`src/rtl/uart_rx_ctrl_if.sv`:
```
// Bus bundle for uart_rx_ctrl: oversample tick, serial line, line-format
// configuration, the frame detector handshake and the received-word outputs.
// The master side drives the receiver inputs; the slave side is the receiver.
interface uart_rx_ctrl_if;
  logic       baud_tick;
  logic       rxd;
  logic       rx_en;
  logic [1:0] wls;
  logic       pen;
  logic       eps;
  logic       receive_done;
  logic       receive_frame_counter_en;
  logic       receive_frame_counter_clear;
  logic       sample_edge;
  logic [7:0] rx_data;
  logic       rx_valid;
  logic       parity_error;
  logic       framing_error;

  modport master (
    output baud_tick, rxd, rx_en, wls, pen, eps, receive_done,
    input  receive_frame_counter_en, receive_frame_counter_clear, sample_edge,
           rx_data, rx_valid, parity_error, framing_error
  );

  modport slave (
    input  baud_tick, rxd, rx_en, wls, pen, eps, receive_done,
    output receive_frame_counter_en, receive_frame_counter_clear, sample_edge,
           rx_data, rx_valid, parity_error, framing_error
  );
endinterface

```
`src/rtl/uart_rx_ctrl.sv`:
```
// UART receive controller, 16x oversampling.
// Finds the start bit, strobes mid-bit samples, assembles 5..8 data bits plus
// optional parity, and reports the word with parity/framing status once the
// external frame detector flags the stop-bit sample.
// Optional build macro: UART_RX_MAJORITY_EN -- each bit decision becomes a
// 2-of-3 vote over the last three oversample ticks instead of a single sample.
module uart_rx_ctrl (
  input logic           pclk,
  input logic           presetn,
  uart_rx_ctrl_if.slave rx_if
);

  typedef enum logic [1:0] {
    IDLE     = 2'd0,
    START    = 2'd1,
    DATA     = 2'd2,
    BRK_WAIT = 2'd3
  } state_t;

  state_t     state_q, state_d;
  logic [3:0] os_cnt_q, os_cnt_d;
  logic [3:0] idx_q, idx_d;
  logic [7:0] shift_q, shift_d;
  logic       par_q, par_d;
  logic [7:0] rx_data_q, rx_data_d;
  logic       rx_valid_q, rx_valid_d;
  logic       parity_error_q, parity_error_d;
  logic       framing_error_q, framing_error_d;
  logic       clear_q, clear_d;

  logic       bit_val;
  logic       sample_edge;
  logic [3:0] n_bits;
  logic [7:0] data_mask;
  logic [7:0] word;

`ifdef UART_RX_MAJORITY_EN
  // hist_q[0] holds rxd from the previous tick, hist_q[1] from the one before
  logic [1:0] hist_q, hist_d;

  // Shift the line into the vote history on every oversample tick
  always_comb begin
    hist_d = hist_q;
    if (rx_if.baud_tick) begin
      hist_d = {hist_q[0], rx_if.rxd};
    end
  end

  // Vote history register, idles at the line's rest level
  always_ff @(posedge pclk or negedge presetn) begin
    if (!presetn) begin
      hist_q <= '1;
    end else begin
      hist_q <= hist_d;
    end
  end

  assign bit_val = (hist_q[1] & hist_q[0]) |
                   (hist_q[1] & rx_if.rxd) |
                   (hist_q[0] & rx_if.rxd);
`else
  assign bit_val = rx_if.rxd;
`endif

  assign n_bits      = 4'd5 + {2'b00, rx_if.wls};
  assign sample_edge = rx_if.baud_tick && (state_q == DATA) && (os_cnt_q == 4'd15);
  assign word        = shift_q & data_mask;

  // Mask of the data bits in use for the selected word length
  always_comb begin
    data_mask = 8'hFF;
    unique case (rx_if.wls)
      2'b00:   data_mask = 8'h1F;
      2'b01:   data_mask = 8'h3F;
      2'b10:   data_mask = 8'h7F;
      default: data_mask = 8'hFF;
    endcase
  end

  // Frame sequencing, bit assembly and word/status capture
  always_comb begin
    state_d         = state_q;
    os_cnt_d        = os_cnt_q;
    idx_d           = idx_q;
    shift_d         = shift_q;
    par_d           = par_q;
    rx_data_d       = rx_data_q;
    rx_valid_d      = 1'b0;
    parity_error_d  = parity_error_q;
    framing_error_d = framing_error_q;
    clear_d         = 1'b0;

    if (!rx_if.rx_en) begin
      state_d  = IDLE;
      os_cnt_d = '0;
      idx_d    = '0;
      clear_d  = 1'b1;
    end else if (rx_if.baud_tick) begin
      os_cnt_d = os_cnt_q + 4'd1;
      unique case (state_q)
        IDLE: begin
          os_cnt_d = '0;
          if (!rx_if.rxd) begin
            state_d = START;
          end
        end

        START: begin
          if (os_cnt_q == 4'd7) begin
            os_cnt_d = '0;
            if (bit_val) begin
              state_d = IDLE;
            end else begin
              state_d = DATA;
              idx_d   = '0;
              shift_d = '0;
              par_d   = 1'b0;
              clear_d = 1'b1;
            end
          end
        end

        DATA: begin
          if (os_cnt_q == 4'd15) begin
            if (!rx_if.receive_done) begin
              if (idx_q < n_bits) begin
                shift_d[idx_q[2:0]] = bit_val;
              end else if (idx_q == n_bits) begin
                par_d = bit_val;
              end
              if (idx_q != 4'd15) begin
                idx_d = idx_q + 4'd1;
              end
            end else begin
              // Stop-bit sample: publish the word and leave the frame
              rx_valid_d      = 1'b1;
              rx_data_d       = word;
              framing_error_d = ~bit_val;
              parity_error_d  = rx_if.pen & ((^word ^ par_q) != ~rx_if.eps);
              idx_d           = '0;
              os_cnt_d        = '0;
              state_d         = bit_val ? IDLE : BRK_WAIT;
            end
          end
        end

        BRK_WAIT: begin
          os_cnt_d = '0;
          if (rx_if.rxd) begin
            state_d = IDLE;
          end
        end

        default: begin
          state_d  = IDLE;
          os_cnt_d = '0;
        end
      endcase
    end
  end

  // State, counters and output registers
  always_ff @(posedge pclk or negedge presetn) begin
    if (!presetn) begin
      state_q         <= IDLE;
      os_cnt_q        <= '0;
      idx_q           <= '0;
      shift_q         <= '0;
      par_q           <= 1'b0;
      rx_data_q       <= '0;
      rx_valid_q      <= 1'b0;
      parity_error_q  <= 1'b0;
      framing_error_q <= 1'b0;
      clear_q         <= 1'b0;
    end else begin
      state_q         <= state_d;
      os_cnt_q        <= os_cnt_d;
      idx_q           <= idx_d;
      shift_q         <= shift_d;
      par_q           <= par_d;
      rx_data_q       <= rx_data_d;
      rx_valid_q      <= rx_valid_d;
      parity_error_q  <= parity_error_d;
      framing_error_q <= framing_error_d;
      clear_q         <= clear_d;
    end
  end

  assign rx_if.sample_edge                 = sample_edge;
  assign rx_if.receive_frame_counter_en    = sample_edge & ~rx_if.receive_done;
  assign rx_if.receive_frame_counter_clear = clear_q;
  assign rx_if.rx_data                     = rx_data_q;
  assign rx_if.rx_valid                    = rx_valid_q;
  assign rx_if.parity_error                = parity_error_q;
  assign rx_if.framing_error               = framing_error_q;

endmodule

```
`src/flat_wrapper.sv`:
```
// flat-port wrapper written by rule: the top's interface ports become plain ports
module uart_rx_ctrl_flat 
  (pclk, presetn, rx_if_baud_tick, rx_if_rxd, rx_if_rx_en, rx_if_wls, rx_if_pen, rx_if_eps, rx_if_receive_done, rx_if_receive_frame_counter_en, rx_if_receive_frame_counter_clear, rx_if_sample_edge, rx_if_rx_data, rx_if_rx_valid, rx_if_parity_error, rx_if_framing_error);
  uart_rx_ctrl_if rx_if_i ();
  input logic pclk;
  input logic presetn;
  input wire logic [$bits(rx_if_i.baud_tick)-1:0] rx_if_baud_tick;
  input wire logic [$bits(rx_if_i.rxd)-1:0] rx_if_rxd;
  input wire logic [$bits(rx_if_i.rx_en)-1:0] rx_if_rx_en;
  input wire logic [$bits(rx_if_i.wls)-1:0] rx_if_wls;
  input wire logic [$bits(rx_if_i.pen)-1:0] rx_if_pen;
  input wire logic [$bits(rx_if_i.eps)-1:0] rx_if_eps;
  input wire logic [$bits(rx_if_i.receive_done)-1:0] rx_if_receive_done;
  output wire logic [$bits(rx_if_i.receive_frame_counter_en)-1:0] rx_if_receive_frame_counter_en;
  output wire logic [$bits(rx_if_i.receive_frame_counter_clear)-1:0] rx_if_receive_frame_counter_clear;
  output wire logic [$bits(rx_if_i.sample_edge)-1:0] rx_if_sample_edge;
  output wire logic [$bits(rx_if_i.rx_data)-1:0] rx_if_rx_data;
  output wire logic [$bits(rx_if_i.rx_valid)-1:0] rx_if_rx_valid;
  output wire logic [$bits(rx_if_i.parity_error)-1:0] rx_if_parity_error;
  output wire logic [$bits(rx_if_i.framing_error)-1:0] rx_if_framing_error;
  assign rx_if_i.baud_tick = rx_if_baud_tick;
  assign rx_if_i.rxd = rx_if_rxd;
  assign rx_if_i.rx_en = rx_if_rx_en;
  assign rx_if_i.wls = rx_if_wls;
  assign rx_if_i.pen = rx_if_pen;
  assign rx_if_i.eps = rx_if_eps;
  assign rx_if_i.receive_done = rx_if_receive_done;
  assign rx_if_receive_frame_counter_en = rx_if_i.receive_frame_counter_en;
  assign rx_if_receive_frame_counter_clear = rx_if_i.receive_frame_counter_clear;
  assign rx_if_sample_edge = rx_if_i.sample_edge;
  assign rx_if_rx_data = rx_if_i.rx_data;
  assign rx_if_rx_valid = rx_if_i.rx_valid;
  assign rx_if_parity_error = rx_if_i.parity_error;
  assign rx_if_framing_error = rx_if_i.framing_error;
  uart_rx_ctrl u_core (.pclk(pclk), .presetn(presetn), .rx_if(rx_if_i));
endmodule
```
`config.mk`:
```
export PLATFORM = sky130hd
export DESIGN_NAME = uart_rx_ctrl_flat
export DESIGN_NICKNAME = d
export VERILOG_FILES = /design/src/rtl/uart_rx_ctrl_if.sv /design/src/rtl/uart_rx_ctrl.sv /design/src/flat_wrapper.sv
export SDC_FILE = /design/constraint.sdc
export NUM_CORES = 1
export LEC_CHECK = 0
export BUFFER_PORTS_ARGS = -buffer_cell sky130_fd_sc_hd__buf_2
export CAP_MARGIN = 20
export CORE_MARGIN = 2
export CORE_UTILIZATION = 62
export DETAILED_ROUTE_END_ITERATION = 6
export GPL_TIMING_DRIVEN = 0
export PLACE_DENSITY = 0.87
export SETUP_SLACK_MARGIN = 0.1
export SLEW_MARGIN = 10
export SYNTH_ARGS = -nofsm -noshare
export SYNTH_HDL_FRONTEND = slang
export SYNTH_SLANG_ARGS = --single-unit
```
`constraint.sdc`:
```
create_clock -name pclk -period 3.3 [get_ports pclk]
set_clock_uncertainty 0.2 [all_clocks]
set_input_delay 0.165 -clock pclk [delete_from_list [all_inputs] [get_ports pclk]]
set_output_delay 0.165 -clock pclk [all_outputs]
set_load 0.01 [all_outputs]
```
# Yosys cells after proc, flatten, opt, wreduce, memory -nomap -nowiden
# Index checks and enable logic that the tools add are counted.
[word_totals]
register_bits = 31
wordCells = 113
[op_classes]
eq_ne = 26
bitwise = 7
mux = 51
magnitude_cmp = 3
add_sub_neg = 3
reduce_logical = 13
[op_table]
columns = ["op", "count"]
rows = [
  ["4-bit 2-to-1 mux", 12],
  ["8-bit 2-to-1 mux", 5],
  ["8-bit one-hot mux with 3 select lines", 1],
  ["2-bit 2-to-1 mux", 9],
  ["1-bit 2-to-1 mux", 17],
  ["8-bit one-hot mux with 2 select lines", 1],
  ["3-bit != test (second input constant)", 5],
  ["2-bit != test (second input constant)", 7],
  ["4-bit one-hot mux with 3 select lines", 1],
  ["6-bit AND reduction", 2],
  ["9-bit AND reduction", 1],
  ["4-bit by 1-bit adder with 4-bit output (second input constant)", 2],
  ["8-bit bitwise AND", 1],
  ["8-bit bitwise mux", 1],
  ["4-bit != test (second input constant)", 2],
  ["2-bit one-hot mux with 4 select lines", 1],
  ["4-bit one-hot mux with 2 select lines", 1],
  ["8-bit AND reduction", 1],
  ["8-bit XOR reduction", 1],
  ["2-bit equality test (second input constant)", 3],
  ["5-bit AND reduction", 1],
  ["3-bit by 2-bit adder with 4-bit output (first input constant)", 1],
  ["2-bit by 1-bit equality test with 1-bit output (second input constant)", 2],
  ["4-bit by 3-bit equality test with 1-bit output (second input constant)", 1],
  ["other kinds (18)", 24],
]

# Longest topological paths before layout
[depth]
word_depth = 9
ltp_mapped = 8

# Worst setup path before layout
# Ideal clock, no wire load.
[synth_timing]
path_type = "register to register"
startpoint = "reg u_core.idx_q[2]"
endpoint = "reg u_core.shift_q[3]"
synth_period_minus_slack_ps = 2107
stages_incl_launch_ff = 6
setup_slack_ps = 1193
t_required_ps = 2999
arrival_time_ps = 1806
cell_sequence = "dfrtp_1 -> ha_1 -> a21o_1 -> a2111oi_2 -> nand2_1 -> o32ai_1"
[synth_between]
elab_chain_cells = 9
elab_cells_between_ends = 13
[synth_lines]
columns = ["item", "line", "text"]
rows = [
  ["from (decl)", "uart_rx_ctrl.sv:22", "logic [3:0] idx_q, idx_d;"],
  ["from (signal assigned)", "uart_rx_ctrl.sv:178", "idx_q <= idx_d;"],
  ["3-bit by 4-bit < comparator with 1-bit output (not written as such) or 3-bit by 1-bit greater-or-equal comparator with 1-bit output (tied branches)", "uart_rx_ctrl.sv:127", "shift_d[idx_q[2:0]] = bit_val;"],
  ["1-bit logical AND (not written as such)", "uart_rx_ctrl.sv:127", ""],
  ["1-bit 2-to-1 mux (not written as such)", "uart_rx_ctrl.sv:127", ""],
  ["1-bit demux with 3-bit select", "n/a", ""],
  ["8-bit bitwise mux", "uart_rx_ctrl.sv:127", ""],
  ["8-bit 2-to-1 mux", "uart_rx_ctrl.sv:126", "if (idx_q < n_bits) begin"],
  ["8-bit 2-to-1 mux", "uart_rx_ctrl.sv:125", "if (!rx_if.receive_done) begin"],
  ["8-bit 2-to-1 mux", "uart_rx_ctrl.sv:124", "if (os_cnt_q == 4'd15) begin"],
  ["8-bit one-hot mux with 2 select lines", "uart_rx_ctrl.sv:100", "unique case (state_q)"],
  ["to (signal assigned)", "uart_rx_ctrl.sv:179", "shift_q <= shift_d;"],
  ["to (decl)", "uart_rx_ctrl.sv:23", "logic [7:0] shift_q, shift_d;"],
]
# Several ways; a longest one is shown, not always the timed one. The select of a mux whose other input is x is not followed.
# A chain may end at the register's enable or synchronous reset.

# Worst setup path in the final report
[layout_timing]
startpoint = "reg u_core.idx_q[0]"
endpoint = "reg u_core.shift_q[1]"
# Same word-level chain as after synthesis.

==> impl_metrics.json <==
{
  "run_status": "finished, final reports clean",
  "yosysSeqAreaShare_pct": 39.72,
  "htree_levels": 2,
  "via_per_inst": 5.793,
  "drtIter0Drc": 65,
  "clock.fmax_mhz": 409.4,
  "cts_tree": "built",
  "maxSlewHeadroom_pct": 48.66,
  "setup_tns_ns": 0,
  "maxCapViolations": 0,
  "grt_overflow_total": 0,
  "rows": 20,
  "cts_buffers": 5,
  "synth.area.mux_share_pct": 0.5125,
  "place_area_um2": 2123,
  "num_vias": 1703,
  "ant_nets": 0,
  "total_power_uw": 803.9,
  "synth-main-ff-cell": "dfrtp_1",
  "drc": 0,
  "synth.most_common_cell": "nand2_1",
  "path_class": "flip-flop to flip-flop",
  "hold_class": "input pin to flip-flop",
  "netlist_instances": 215,
  "power_density_nw_per_um2": 357.3,
  "grt_pass1_wl_um": 6782,
  "avgSynthCellArea_um2": 9.084,
  "antennaDiodeCount": 0,
  "clock_latency_ns": 0.33,
  "ys.warnings.count": 0,
  "synth_compound_area_share_pct": 18.39,
  "path_clk_slew_ns": 0.10,
  "synthArstFlopShare_pct": 100.0,
  "worstMarginPinSlew_ns": 0.7597,
  "grt_pass1_vias": 1566,
  "grt_max_degree": 32,
  "synth_edf_count": 0,
  "leakage_nw": 1.073,
  "fin_cells": 294,
  "yosys-top-cells-area": "dfrtp_1, nand2_1, ha_1",
  "syn_to_final_growth_pct": 15.18,
  "setup_viol": 0,
  "synth_cell_types": 51,
  "netlist.area_leader.share_pct": 39.72,
  "required_ns": 3.33,
  "cts.repair_timing.setup_buffer_count": 0,
  "synth_nets": 235,
  "synth_common_cells": "nand2_1, dfrtp_1, inv_1, ha_1, nor2_1",
  "rsz0062_at_grt": "false",
  "endpoint_kind": "flip-flop",
  "dieArea_um2": 3615,
  "use_met1_pct": 30.45,
  "final_area_um2": 2250,
  "use_met2_pct": 45.03,
  "synth_top_family_by_area": "simple AND/OR/NAND/NOR gates",
  "track_usage_pct": 25.21,
  "cts_sinks": 31,
  "synth-simple-area-share_pct": 24.98,
  "grt_antenna_before_repair": 0,
  "post_cts_resized": 0,
  "hold_viol_final": 0,
  "period_minus_slack_ns": 2.442,
  "dieWidth_um": 60.13,
  "drt_wl_total_um": 4009,
  "use_met3_pct": 6.494,
  "port_buffers": 23,
  "vdd_drop_max_uv": 254.0,
  "busiest_layer": "met2",
  "dr.pass1.iters": 4,
  "initial_utilization_pct": 64.50,
  "finalNetCount": 269,
  "ff2ff_setup_slack_ns": 0.86,
  "root_buffer": "clkbuf_4",
  "cts_buffer_depth": 2,
  "place_inst": 282,
  "ys_ff_latch": 31,
  "die_y_um": 60.13,
  "drive_above_1_share_pct": 15.60,
  "synthXorXnorAreaFrac_pct": 5.445,
  "fin_util_pct": 74.30,
  "period_share_pct": 74.01,
  "cp-start-kind": "flip-flop",
  "synth_top_cell_by_area": "dfrtp_1",
  "ios": 24,
  "wl_per_cell_um": 13.64,
  "syn-cell-area_um2": 1953,
  "critical_path_arrival_ns": 2.47,
  "core_area_um2": 3028,
  "crit_fanout": 7,
  "drv_slew": 0,
  "synth_fa_ha_area_share_pct": 6.406,
  "place_congestion": 0.8642,
  "dp_hpwl_um": 2984
}
final timing paths:
path,from,endpoint,cells past startpoint
max,u_core.idx_q[0],u_core.shift_q[1],6
min,rx_if_baud_tick,u_core.os_cnt_q[3],4
max reg2reg,u_core.idx_q[0],u_core.shift_q[1],6
min reg2reg,u_core.rx_if.rx_data[0],u_core.rx_if.rx_data[0],2
max in group asynchronous,presetn,u_core.idx_q[1],2
min in group asynchronous,presetn,u_core.rx_if.rx_data[0],2
layout make-up:
type	count	area [um^2]
Sequential cell	31	775.7
Fill cell	250	778.2
Clock inverter	2	35.03
Buffer	8	40.04
Inverter	13	48.80
Clock buffer	6	51.30
Tap cell	44	55.05
Timing Repair Buffer	27	155.1
Multi-Input combinational cell	163	1089
routing by layer:
metal,vias up,wire length (um)
li1,850,-
met1,811,1822
met2,38,2017
met3,4,146
met4,0,23
met5,-,0
state kept, by name, indices dropped and copies added (netlist names), 2 cells and up:
name / cells
u_core.shift_q: 8
u_core.rx_if.rx_data: 8
u_core.state_q: 2
u_core.idx_q: 4
u_core.os_cnt_q: 4
power by group:
part	internal [mW]	leakage, nW	total (mW)	switching, mW
clock network	0.179	0.0482	0.313	0.134
registers	0.386	0.418	0.393	0.00706
logic	0.0444	0.607	0.0979	0.0535
cell usage in the layout, fill, tap and decap left out, drive strengths merged, types with 4 or more instances in the layout:
master / netlist / routed
nand2: 44 / 44
dfrtp: 31 / 31
buf: 3 / 26
inv: 13 / 13
clkbuf: 5 / 11
ha: 10 / 10
nor2: 8 / 8
a21oi: 7 / 7
nor2b: 6 / 6
o21ai: 6 / 6
nand2b: 5 / 5
o211ai: 5 / 5
xnor2: 5 / 5
nand4: 4 / 4
nor3: 4 / 4
nand3: 4 / 4
a211o: 4 / 4
a31oi: 4 / 4
dlygate4sd3: 0 / 4
stage by stage:
step	setup WS [ns]	hold slack, ns
2_1_floorplan	1.193	-0.3306
6_report	0.8575	0.04147
3_5_place_dp	0.8125	0.03882
4_1_cts	0.8744	0.02310
3_3_place_gp	0.8378	0.03954
5_1_grt	0.6755	0.05377
kinds of logic after synthesis:
family | after synthesis
AND/OR/NAND/NOR | 95
XOR/XNOR | 9
buffers and inverters | 21
flip-flops | 31
multiplexers | 1
AO/OA/AOI/OAI | 48
adder cells (fa/ha/maj) | 10
critical path: stages, from the launching register on:
cell and delay [ns]:
dfrtp_1 0.46, inv_1 0.21, ha_1 0.23, and4b_1 0.24, a2111oi_2 0.52, nand2_1 0.19
o32ai_1 0.29
what timing repair did:
action	4_1_cts	5_1_grt
endpoints found under the hold margin	36	0
hold buffers	4	0
endpoints found under the setup margin	0	0
Note: power is estimated with default switching activity, not from simulation.
